**src/rtl/div_pkg.sv**
```systemverilog
// div_pkg: shared definitions for the sequential radix-2 restoring divider.
//   state_t  - divider FSM states (IDLE, BUSY, DONE)
//   cnt_w()  - width of the iteration counter for a given dividend width
package div_pkg;

  typedef enum logic [1:0] {
    IDLE = 2'd0,
    BUSY = 2'd1,
    DONE = 2'd2
  } state_t;

  // The counter must hold DW-1; at least one bit even for the smallest width.
  function automatic int cnt_w(input int dw);
    if (dw <= 2) begin
      return 1;
    end else begin
      return $clog2(dw);
    end
  endfunction

endpackage

```
**src/rtl/div_step.sv**
```systemverilog
// div_step: one combinational iteration of restoring division.
// The partial remainder is shifted left, the next dividend bit enters at the
// bottom, and the divisor is subtracted when it fits.
// Ports:
//   pr      in  VW  partial remainder (always < divisor between steps)
//   bit_in  in  1   next dividend bit, MSB first
//   divisor in  VW  divisor magnitude (non-zero)
//   pr_next out VW  updated partial remainder
//   q_bit   out 1   quotient bit produced by this step
module div_step #(
  parameter int VW = 8
) (
  input  logic [VW-1:0] pr,
  input  logic          bit_in,
  input  logic [VW-1:0] divisor,
  output logic [VW-1:0] pr_next,
  output logic          q_bit
);

  // The shifted value needs VW+1 bits so the compare can never overflow.
  logic [VW:0] shifted;

  // Shift, compare against the divisor and conditionally subtract.
  always_comb begin
    shifted = {pr, bit_in};
    if (shifted >= {1'b0, divisor}) begin
      q_bit   = 1'b1;
      // Result is below the divisor, so the top bit is always zero.
      pr_next = VW'(shifted - {1'b0, divisor});
    end else begin
      q_bit   = 1'b0;
      pr_next = shifted[VW-1:0];
    end
  end

endmodule

```
**src/rtl/div_seq_param.sv**
```systemverilog
// div_seq_param: multi-cycle radix-2 restoring divider with valid/ready
// handshakes. One quotient bit is resolved per clock; results are registered
// and held until the consumer accepts them.
// Build option: define DIV_SIGNED_EN for two's-complement operands (magnitudes
// are divided, quotient truncates toward zero, remainder follows the dividend).
// Ports:
//   clk, rst           clock (rising edge), asynchronous active-high reset
//   in_valid/in_ready  operand handshake (in_ready high only in IDLE)
//   dividend [DW]      dividend
//   divisor  [VW]      divisor
//   out_valid/out_ready result handshake
//   quotient [DW]      quotient
//   remainder[DW]      remainder, widened to DW
//   div_by_zero        result produced with divisor == 0
module div_seq_param
  import div_pkg::*;
#(
  parameter int DW = 16,
  parameter int VW = 8
) (
  input  logic          clk,
  input  logic          rst,
  input  logic          in_valid,
  output logic          in_ready,
  input  logic [DW-1:0] dividend,
  input  logic [VW-1:0] divisor,
  output logic          out_valid,
  input  logic          out_ready,
  output logic [DW-1:0] quotient,
  output logic [DW-1:0] remainder,
  output logic          div_by_zero
);

  localparam int CW = cnt_w(DW);

  state_t        state;
  logic [CW-1:0] cnt;
  logic [DW-1:0] dvd_r;
  logic [VW-1:0] dvs_r;
  logic [VW-1:0] pr_r;
  logic [DW-1:0] q_sh;

  logic [DW-1:0] dvd_mag;
  logic [VW-1:0] dvs_mag;
  logic [VW-1:0] step_pr;
  logic          step_q;
  logic [DW-1:0] q_fin;
  logic [DW-1:0] r_fin;
  logic [DW-1:0] q_res;
  logic [DW-1:0] r_res;

  assign in_ready  = (state == IDLE);
  assign out_valid = (state == DONE);

  div_step #(.VW(VW)) u_step (
    .pr      (pr_r),
    .bit_in  (dvd_r[cnt]),
    .divisor (dvs_r),
    .pr_next (step_pr),
    .q_bit   (step_q)
  );

  // Value that will be loaded on the final BUSY cycle.
  assign q_fin = {q_sh[DW-2:0], step_q};
  assign r_fin = DW'(step_pr);

`ifdef DIV_SIGNED_EN
  logic neg_q;
  logic neg_r;

  // Operand magnitudes taken at acceptance; the unsigned core does the rest.
  always_comb begin
    if (dividend[DW-1]) begin
      dvd_mag = DW'(1'b0) - dividend;
    end else begin
      dvd_mag = dividend;
    end
    if (divisor[VW-1]) begin
      dvs_mag = VW'(1'b0) - divisor;
    end else begin
      dvs_mag = divisor;
    end
  end

  // Restore signs: quotient negative when signs differ, remainder follows
  // the dividend. Most-negative / -1 wraps naturally.
  always_comb begin
    if (neg_q) begin
      q_res = DW'(1'b0) - q_fin;
    end else begin
      q_res = q_fin;
    end
    if (neg_r) begin
      r_res = DW'(1'b0) - r_fin;
    end else begin
      r_res = r_fin;
    end
  end

  // Sign flags captured alongside the operands.
  always_ff @(posedge clk or posedge rst) begin
    if (rst) begin
      neg_q <= 1'b0;
      neg_r <= 1'b0;
    end else if (state == IDLE && in_valid) begin
      neg_q <= dividend[DW-1] ^ divisor[VW-1];
      neg_r <= dividend[DW-1];
    end else begin
      neg_q <= neg_q;
      neg_r <= neg_r;
    end
  end
`else
  assign dvd_mag = dividend;
  assign dvs_mag = divisor;
  assign q_res   = q_fin;
  assign r_res   = r_fin;
`endif

  // FSM, iteration counter, datapath registers and result registers.
  always_ff @(posedge clk or posedge rst) begin
    if (rst) begin
      state       <= IDLE;
      cnt         <= '0;
      dvd_r       <= '0;
      dvs_r       <= '0;
      pr_r        <= '0;
      q_sh        <= '0;
      quotient    <= '0;
      remainder   <= '0;
      div_by_zero <= 1'b0;
    end else begin
      case (state)
        IDLE: begin
          if (in_valid) begin
            if (divisor != '0) begin
              dvd_r <= dvd_mag;
              dvs_r <= dvs_mag;
              pr_r  <= '0;
              q_sh  <= '0;
              cnt   <= CW'(DW - 1);
              state <= BUSY;
            end else begin
              // Divide by zero skips iteration and reports the raw dividend.
              quotient    <= '0;
              remainder   <= dividend;
              div_by_zero <= 1'b1;
              state       <= DONE;
            end
          end else begin
            state <= IDLE;
          end
        end
        BUSY: begin
          pr_r <= step_pr;
          q_sh <= q_fin;
          cnt  <= cnt - CW'(1);
          if (cnt == '0) begin
            quotient    <= q_res;
            remainder   <= r_res;
            div_by_zero <= 1'b0;
            state       <= DONE;
          end else begin
            state <= BUSY;
          end
        end
        DONE: begin
          if (out_ready) begin
            state <= IDLE;
          end else begin
            state <= DONE;
          end
        end
        default: begin
          state <= IDLE;
        end
      endcase
    end
  end

endmodule

```
**config.mk**
```make
export PLATFORM = sky130hd
export DESIGN_NAME = div_seq_param
export DESIGN_NICKNAME = d
export VERILOG_FILES = /design/src/rtl/div_pkg.sv /design/src/rtl/div_step.sv /design/src/rtl/div_seq_param.sv
export SDC_FILE = /design/constraint.sdc
export NUM_CORES = 1
export LEC_CHECK = 0
export ABC_AREA = 1
export CAP_MARGIN = 15
export CORE_ASPECT_RATIO = 1.4
export CORE_MARGIN = 10
export CORE_UTILIZATION = 55
export DETAILED_ROUTE_END_ITERATION = 12
export PLACE_DENSITY = 0.81
export SKIP_LAST_GASP = 1
export SYNTH_ARGS = -nofsm -noshare
export SYNTH_HDL_FRONTEND = slang
export SYNTH_SLANG_ARGS = --single-unit
```
**constraint.sdc**
```tcl
create_clock -name clk -period 5.45 [get_ports clk]
set_clock_uncertainty 0.2 [all_clocks]
set_input_delay 1.635 -clock clk [delete_from_list [all_inputs] [get_ports clk]]
set_output_delay 1.635 -clock clk [all_outputs]
set_load 0.01 [all_outputs]
```
==> results.cfg, run 1 <==
[setup_path]
criticalPathCategory = flop to primary output
crit_required_ns = 3.62
r2r_setup_slack_ns = 2.53
critPathCaptureType = primary output
worst-path-max-fanout = 3
crit_path_start_kind = flop
arrival_ns = 1.76

[clock_network]
cts_tree = done
ctsHtreeMaxLevel = 3
clock_path_buffers = 2
cts_buffers = 9
clk_pin_slew_ns = 0.08
cts-resized-gates = 0
numClockSinks = 86
clock_latency_ns = 0.36
holdBufCountCts = 0
cts_root_buf = clkbuf_8
cts_setup_buffers = 0

[finish]
seq_area_um2 = 2152
final_cells = 655
fin_util_pct = 68.40
final_area_um2 = 5066
area_delta_synth_final_pct = 20.54
multi_input_area_um2 = 1677
drive_gt1_share_pct = 7.527
diodes = 0
most-common-layout-cells = nand2_1 (160), dfrtp_1 (86), inv_1 (62), clkdlybuf4s50_1 (62), nand3_1 (26)
mostFrequentLayoutCell = nand2_1
nFillCells = 605
fin_nets = 591

[drt]
ant_nets = 0
wl_mm = 9.904
wl_per_cell_um = 15.12
drc = 0
drt-pass1-iter-count = 4
viasPerCell = 5.255
via_count = 3442
first_iter_violations = 276

[floorplanning]
ios = 63
rows = 37
die_w_um = 93.88
core_um2 = 7407
fp.dieH_um = 123.4
start_util_pct = 56.74
die_area_um2 = 11590

[power_and_ir_drop]
max-vdd-ir-drop_uv = 342.3
powerDensity_nw_per_um2 = 653.0
power_mw = 3.308
total_leakage_power_nw = 2.474

[timing]
finalCritPeriodShare_pct = 66.05
grt_setup_unrepaired = no
whs_ns = 0.2825
period_needed_ns = 3.599
slew_viol_final = 0
worst_pin_slew_ns = 0.8988
hold_violations = 0
report.final.setup_viol = 0
max_freq_mhz = 277.8
setup_slack_ns = 1.851
max-slew-margin-rel_pct = 39.93
fin_setup_tns_ns = 0

[placed_design]
hpwl_mm = 7.200
dpl-instance-area_um2 = 4843
dp_cells = 639
portBuffers = 62
place_congestion = 0.8829
dp_slack_ns = 1.547

[worst_hold_path]
hold_class = flop to flop

[yosys]
synth.avg_cell_area_um2 = 8.456
seq_area_frac_synth_pct = 51.21
ys_ff_latch = 86
syn-instance-count = 497
syn_nets = 535
ys_types = 35
synth.cell_area_um2 = 4203
ys_warn_count = 0

[global_routing]
grt_use_total_pct = 18.29
gr-total-overflow = 0
grt_max_degree = 59
grt_pass1_wl_mm = 16.76
grt_antenna_before_repair = 0
grt_pass1_vias = 3514

[job]
max_cap_viol_count = 0

[run_status]
status = finished clean
==> final timing paths <==
path | end | depth (start not counted) | startpoint
min in group asynchronous | quotient[5]$_DFFE_PP0P_ | 2 | rst
worst max-delay path | out_valid | 3 | state[1]$_DFF_PP0_
worst min register to register | div_by_zero$_DFFE_PP0P_ | 2 | div_by_zero$_DFFE_PP0P_
worst min-delay path | div_by_zero$_DFFE_PP0P_ | 2 | div_by_zero$_DFFE_PP0P_
worst max register to register | pr_r[6]$_DFFE_PP0P_ | 19 | cnt[0]$_DFFE_PP0P_
max in group asynchronous | state[1]$_DFF_PP0_ | 3 | rst
==> worst max-delay path, stage by stage, from the launching register on <==
cell and delay, ns:
dfrtp_1 0.47, inv_1 0.09, nor2_1 0.24, clkdlybuf4s50_1 0.60
==> power breakdown <==
| part | leakage [nW] | switching [mW] | internal, mW |
|---|---|---|---|
| Combinational | 1.27 | 1.02 | 0.687 |
| Clock | 0.108 | 0.226 | 0.269 |
| Sequential | 1.10 | 0.174 | 0.927 |
| Total | 2.47 | 1.43 | 1.88 |
==> cell families after synthesis <==
| group | after synthesis | share of synthesized area, % |
|---|---|---|
| AO/OA/AOI/OAI | 91 | 13.84 |
| XOR/XNOR | 3 | 0.6253 |
| buffers and inverters | 86 | 8.901 |
| AND/OR/NAND/NOR | 221 | 22.27 |
| flip-flops | 86 | 51.21 |
| adder cells (fa/ha/maj) | 10 | 3.156 |
==> flip-flops by register name, summed over array words and instances (netlist names) <==
signal and flops:
dvd_r 16, quotient 16, remainder 16, q_sh 15, dvs_r 8, pr_r 8, cnt 4, state 2
div_by_zero 1
==> layout make-up <==
class / count / share of cell area (%)
multi-input cells: 325 / 33.09
clock inverters: 6 / 1.679
repair buffers: 64 / 12.55
well taps: 97 / 2.396
clock buffers: 10 / 2.717
flip-flops and latches: 86 / 42.48
inverters: 67 / 5.088
==> Yosys cell counts <==
master / n / area share, %
nand2_1: 160 / 14
dfrtp_1: 86 / 51
inv_1: 63 / 5.6
nand3_1: 26 / 3.1
o21ai_0: 23 / 2.7
nor2_1: 18 / 1.6
o31ai_1: 15 / 2.7
o22ai_1: 14 / 2.1
buf_2: 10 / 1.2
a21oi_1: 9 / 1.1
ha_1: 9 / 2.7
o21a_1: 8 / 1.4
o21ai_2: 8 / 1.7
o21ai_1: 7 / 0.83
nand4_1: 6 / 0.89
buf_6: 4 / 1.1
clkbuf_1: 3 / 0.27
inv_2: 3 / 0.27
nand2_4: 3 / 0.80
o211ai_1: 3 / 0.54
a21oi_2: 2 / 0.42
nand2_2: 2 / 0.30
nor2_2: 2 / 0.30
xor2_1: 2 / 0.42
a22oi_1: 1 / 0.18
buf_1: 1 / 0.089
buf_4: 1 / 0.18
clkinv_4: 1 / 0.21
fa_1: 1 / 0.48
nor2_8: 1 / 0.48
nor3_1: 1 / 0.12
nor3_2: 1 / 0.24
o221ai_1: 1 / 0.21
or2_1: 1 / 0.15
xnor2_1: 1 / 0.21
==> layer usage <==
metal	part of all wire, %	global-route usage, %	vias up	wire length [µm]
met5	0	0	-	0
met2	49	29.07	99	4874
met1	41	22.18	1600	4033
li1	-	-	1722	-
met4	2.3	8.190	0	231
met3	7.7	5.943	21	764
Note: power is estimated with default switching activity, not from simulation.
==> run 2: changes to the inputs <==
Settings changed: CORE_UTILIZATION 55 to 49, PLACE_DENSITY 0.81 to 0.76.
Clock period 5.45 ns to 2.95 ns, I/O delays scaled along.
==> run 2 against run 1 <==
Worst setup slack got worse by 1.6 ns. Flip-flop and latch count unchanged. Critical path depth increased by 15. Clock-buffer cell count rose by 2. Worst hold slack got worse by 0.00087 ns. Power rose by 93%. Sequential share of layout area fell by 1.4 points. Combinational power rose by 89%. Register-to-register slack got worse by 2.3 ns. Non-clock buffer count is 7 higher. Critical path type is now flop to flop.
==> results.cfg, run 2 (synthesis results as in run 1) <==
[run_status]
status = finished clean

[power_and_ir_drop]
powerDensity_nw_per_um2 = 1217
max-vdd-ir-drop_uv = 590.0
total_leakage_power_nw = 2.553

[global_routing]
grt_pass1_vias = 3601
grt_pass1_wl_mm = 16.97
grt_max_degree = 87
use_met3_pct = 4.149
gr-max-usage-layer = met2
met2_usage_pct = 27.63
grt_antenna_before_repair = 0
gr-total-overflow = 0
met1_usage_pct = 18.69
grt_use_total_pct = 16.07

[drt]
via_count = 3458
wl_mm = 9.906
viasPerCell = 5.192
ant_nets = 0
first_iter_violations = 195
drt-pass1-iter-count = 4
wl_per_cell_um = 14.87
drc = 0

[setup_path]
arrival_ns = 2.80
critPathCaptureType = flop
slowest_stage = dfrtp_1
crit_path_start_kind = flop
criticalPathCategory = flop to flop
worst-path-max-fanout = 11
path_cells = buf_4 -> a21oi_1 -> o21ai_0 -> nand3_1 -> nand2_1 -> nand2_1 -> inv_1 -> ha_1 -> fa_1 -> inv_1 -> nand3_1 -> nand3_1 -> nand2_1 -> nand2_1 -> nand2_1 -> nand2_1 -> nand3_1 -> nand2_1
regToRegStartpoint = cnt[0]$_DFFE_PP0P_
cpMostUsedCell = nand2_1
critical_path.startpoint = cnt[0]$_DFFE_PP0P_
crit_required_ns = 3.02
max_stage_delay_ns = 0.43

[clock_network]
cts_buffers = 9
ctsHtreeMaxLevel = 3
clock_path_buffers = 2
holdBufCountCts = 0
clock_latency_ns = 0.34
clk_pin_slew_ns = 0.06
numClockSinks = 86
cts_root_buf = clkbuf_16
cts_tree = done

[timing]
worst_pin_slew_ns = 0.4725
slew_viol_final = 0
hold_violations = 0
report.final.setup_viol = 0
fin_setup_tns_ns = 0
period_needed_ns = 2.730
grt_setup_unrepaired = no
finalCritPeriodShare_pct = 92.55
max_freq_mhz = 366.3
max-slew-margin-rel_pct = 68.50

[floorplanning]
core_um2 = 8247
start_util_pct = 50.96
die_w_um = 98.27
ios = 63
fp.dieH_um = 129.6
rows = 39
die_area_um2 = 12730

[placed_design]
dpl-instance-area_um2 = 4930
place_congestion = 0.9202
portBuffers = 62
hpwl_mm = 7.277

[finish]
most-common-layout-cells = nand2_1 (159), dfrtp_1 (85), clkdlybuf4s50_1 (62)
reg.largest.list = dvd_r: 16 flops, quotient: 16 flops, remainder: 16 flops
fin_util_pct = 63.53
area_delta_synth_final_pct = 24.65
final_area_um2 = 5239
diodes = 0
drive_gt1_share_pct = 8.865
fin_nets = 598
mostFrequentLayoutCell = nand2_1

[worst_hold_path]
hold_start = quotient[8]$_DFFE_PP0P_
hold_class = flop to flop

[job]
max_cap_viol_count = 0
run 2: per-stage QoR:
| stage | power [mW] | cells | setup WS (ns) | hold WS [ns] |
|---|---|---|---|---|
| floorplan | 4.236 | 497 | 0.5692 | 0.2366 |
| global placement | 5.128 | 651 | 0.3140 | 0.2606 |
| detailed placement | 5.231 | 651 | 0.2530 | 0.2642 |
| CTS | 6.398 | 666 | 0.2310 | 0.2798 |
| global route | 6.962 | 666 | 0.0003566 | 0.3029 |
| finish | 6.377 | 666 | 0.2196 | 0.2816 |
run 2: worst paths after layout:
check,endpoint,slack [ns],cells after the start
setup reg to reg,remainder[6]$_DFFE_PP0P_,0.22,18
max in group asynchronous,cnt[1]$_DFFE_PP0P_,1.34,3
hold reg to reg,quotient[8]$_DFFE_PP0P_,0.28,2
setup / recovery,remainder[6]$_DFFE_PP0P_,0.22,18
hold / removal,quotient[8]$_DFFE_PP0P_,0.28,2
min in group asynchronous,q_sh[6]$_DFFE_PP0P_,0.80,3
run 2: worst max-delay path, delay by kind of cell (launching register included):
kind | cells | cell delay (ns)
AO/OA/AOI/OAI | 2 | 0.24
adder cells (fa/ha/maj) | 2 | 0.60
buffers and inverters | 3 | 0.34
flip-flops | 1 | 0.43
AND/OR/NAND/NOR | 11 | 0.85
run 2: cell type report:
class                           instances  area, µm²
Timing Repair Buffer                   71      713.2
Clock buffer                           12      256.5
Sequential cell                        86       2153
Multi-Input combinational cell        325       1684
Inverter                               67      260.3
Clock inverter                          3      43.79
Fill cell                             681       3008
Tap cell                              102      127.6
run 2: timing repair:
item                       CTS  global route
resized for setup            0             4
setup buffers                0             0
setup endpoints to repair    0            14
run 2: where the power goes:
group | internal, mW | switching [mW]
sequential | 1.72 | 0.297
clock | 0.697 | 0.436
combinational | 1.32 | 1.91
total | 3.74 | 2.64
run 2: metal layers:
metal	wire length, µm	vias up	part of all wire [%]
li1	-	1726	-
met1	4285	1639	43
met2	4978	79	50
met3	429	14	4.3
met4	213	0	2.2
met5	0	-	0
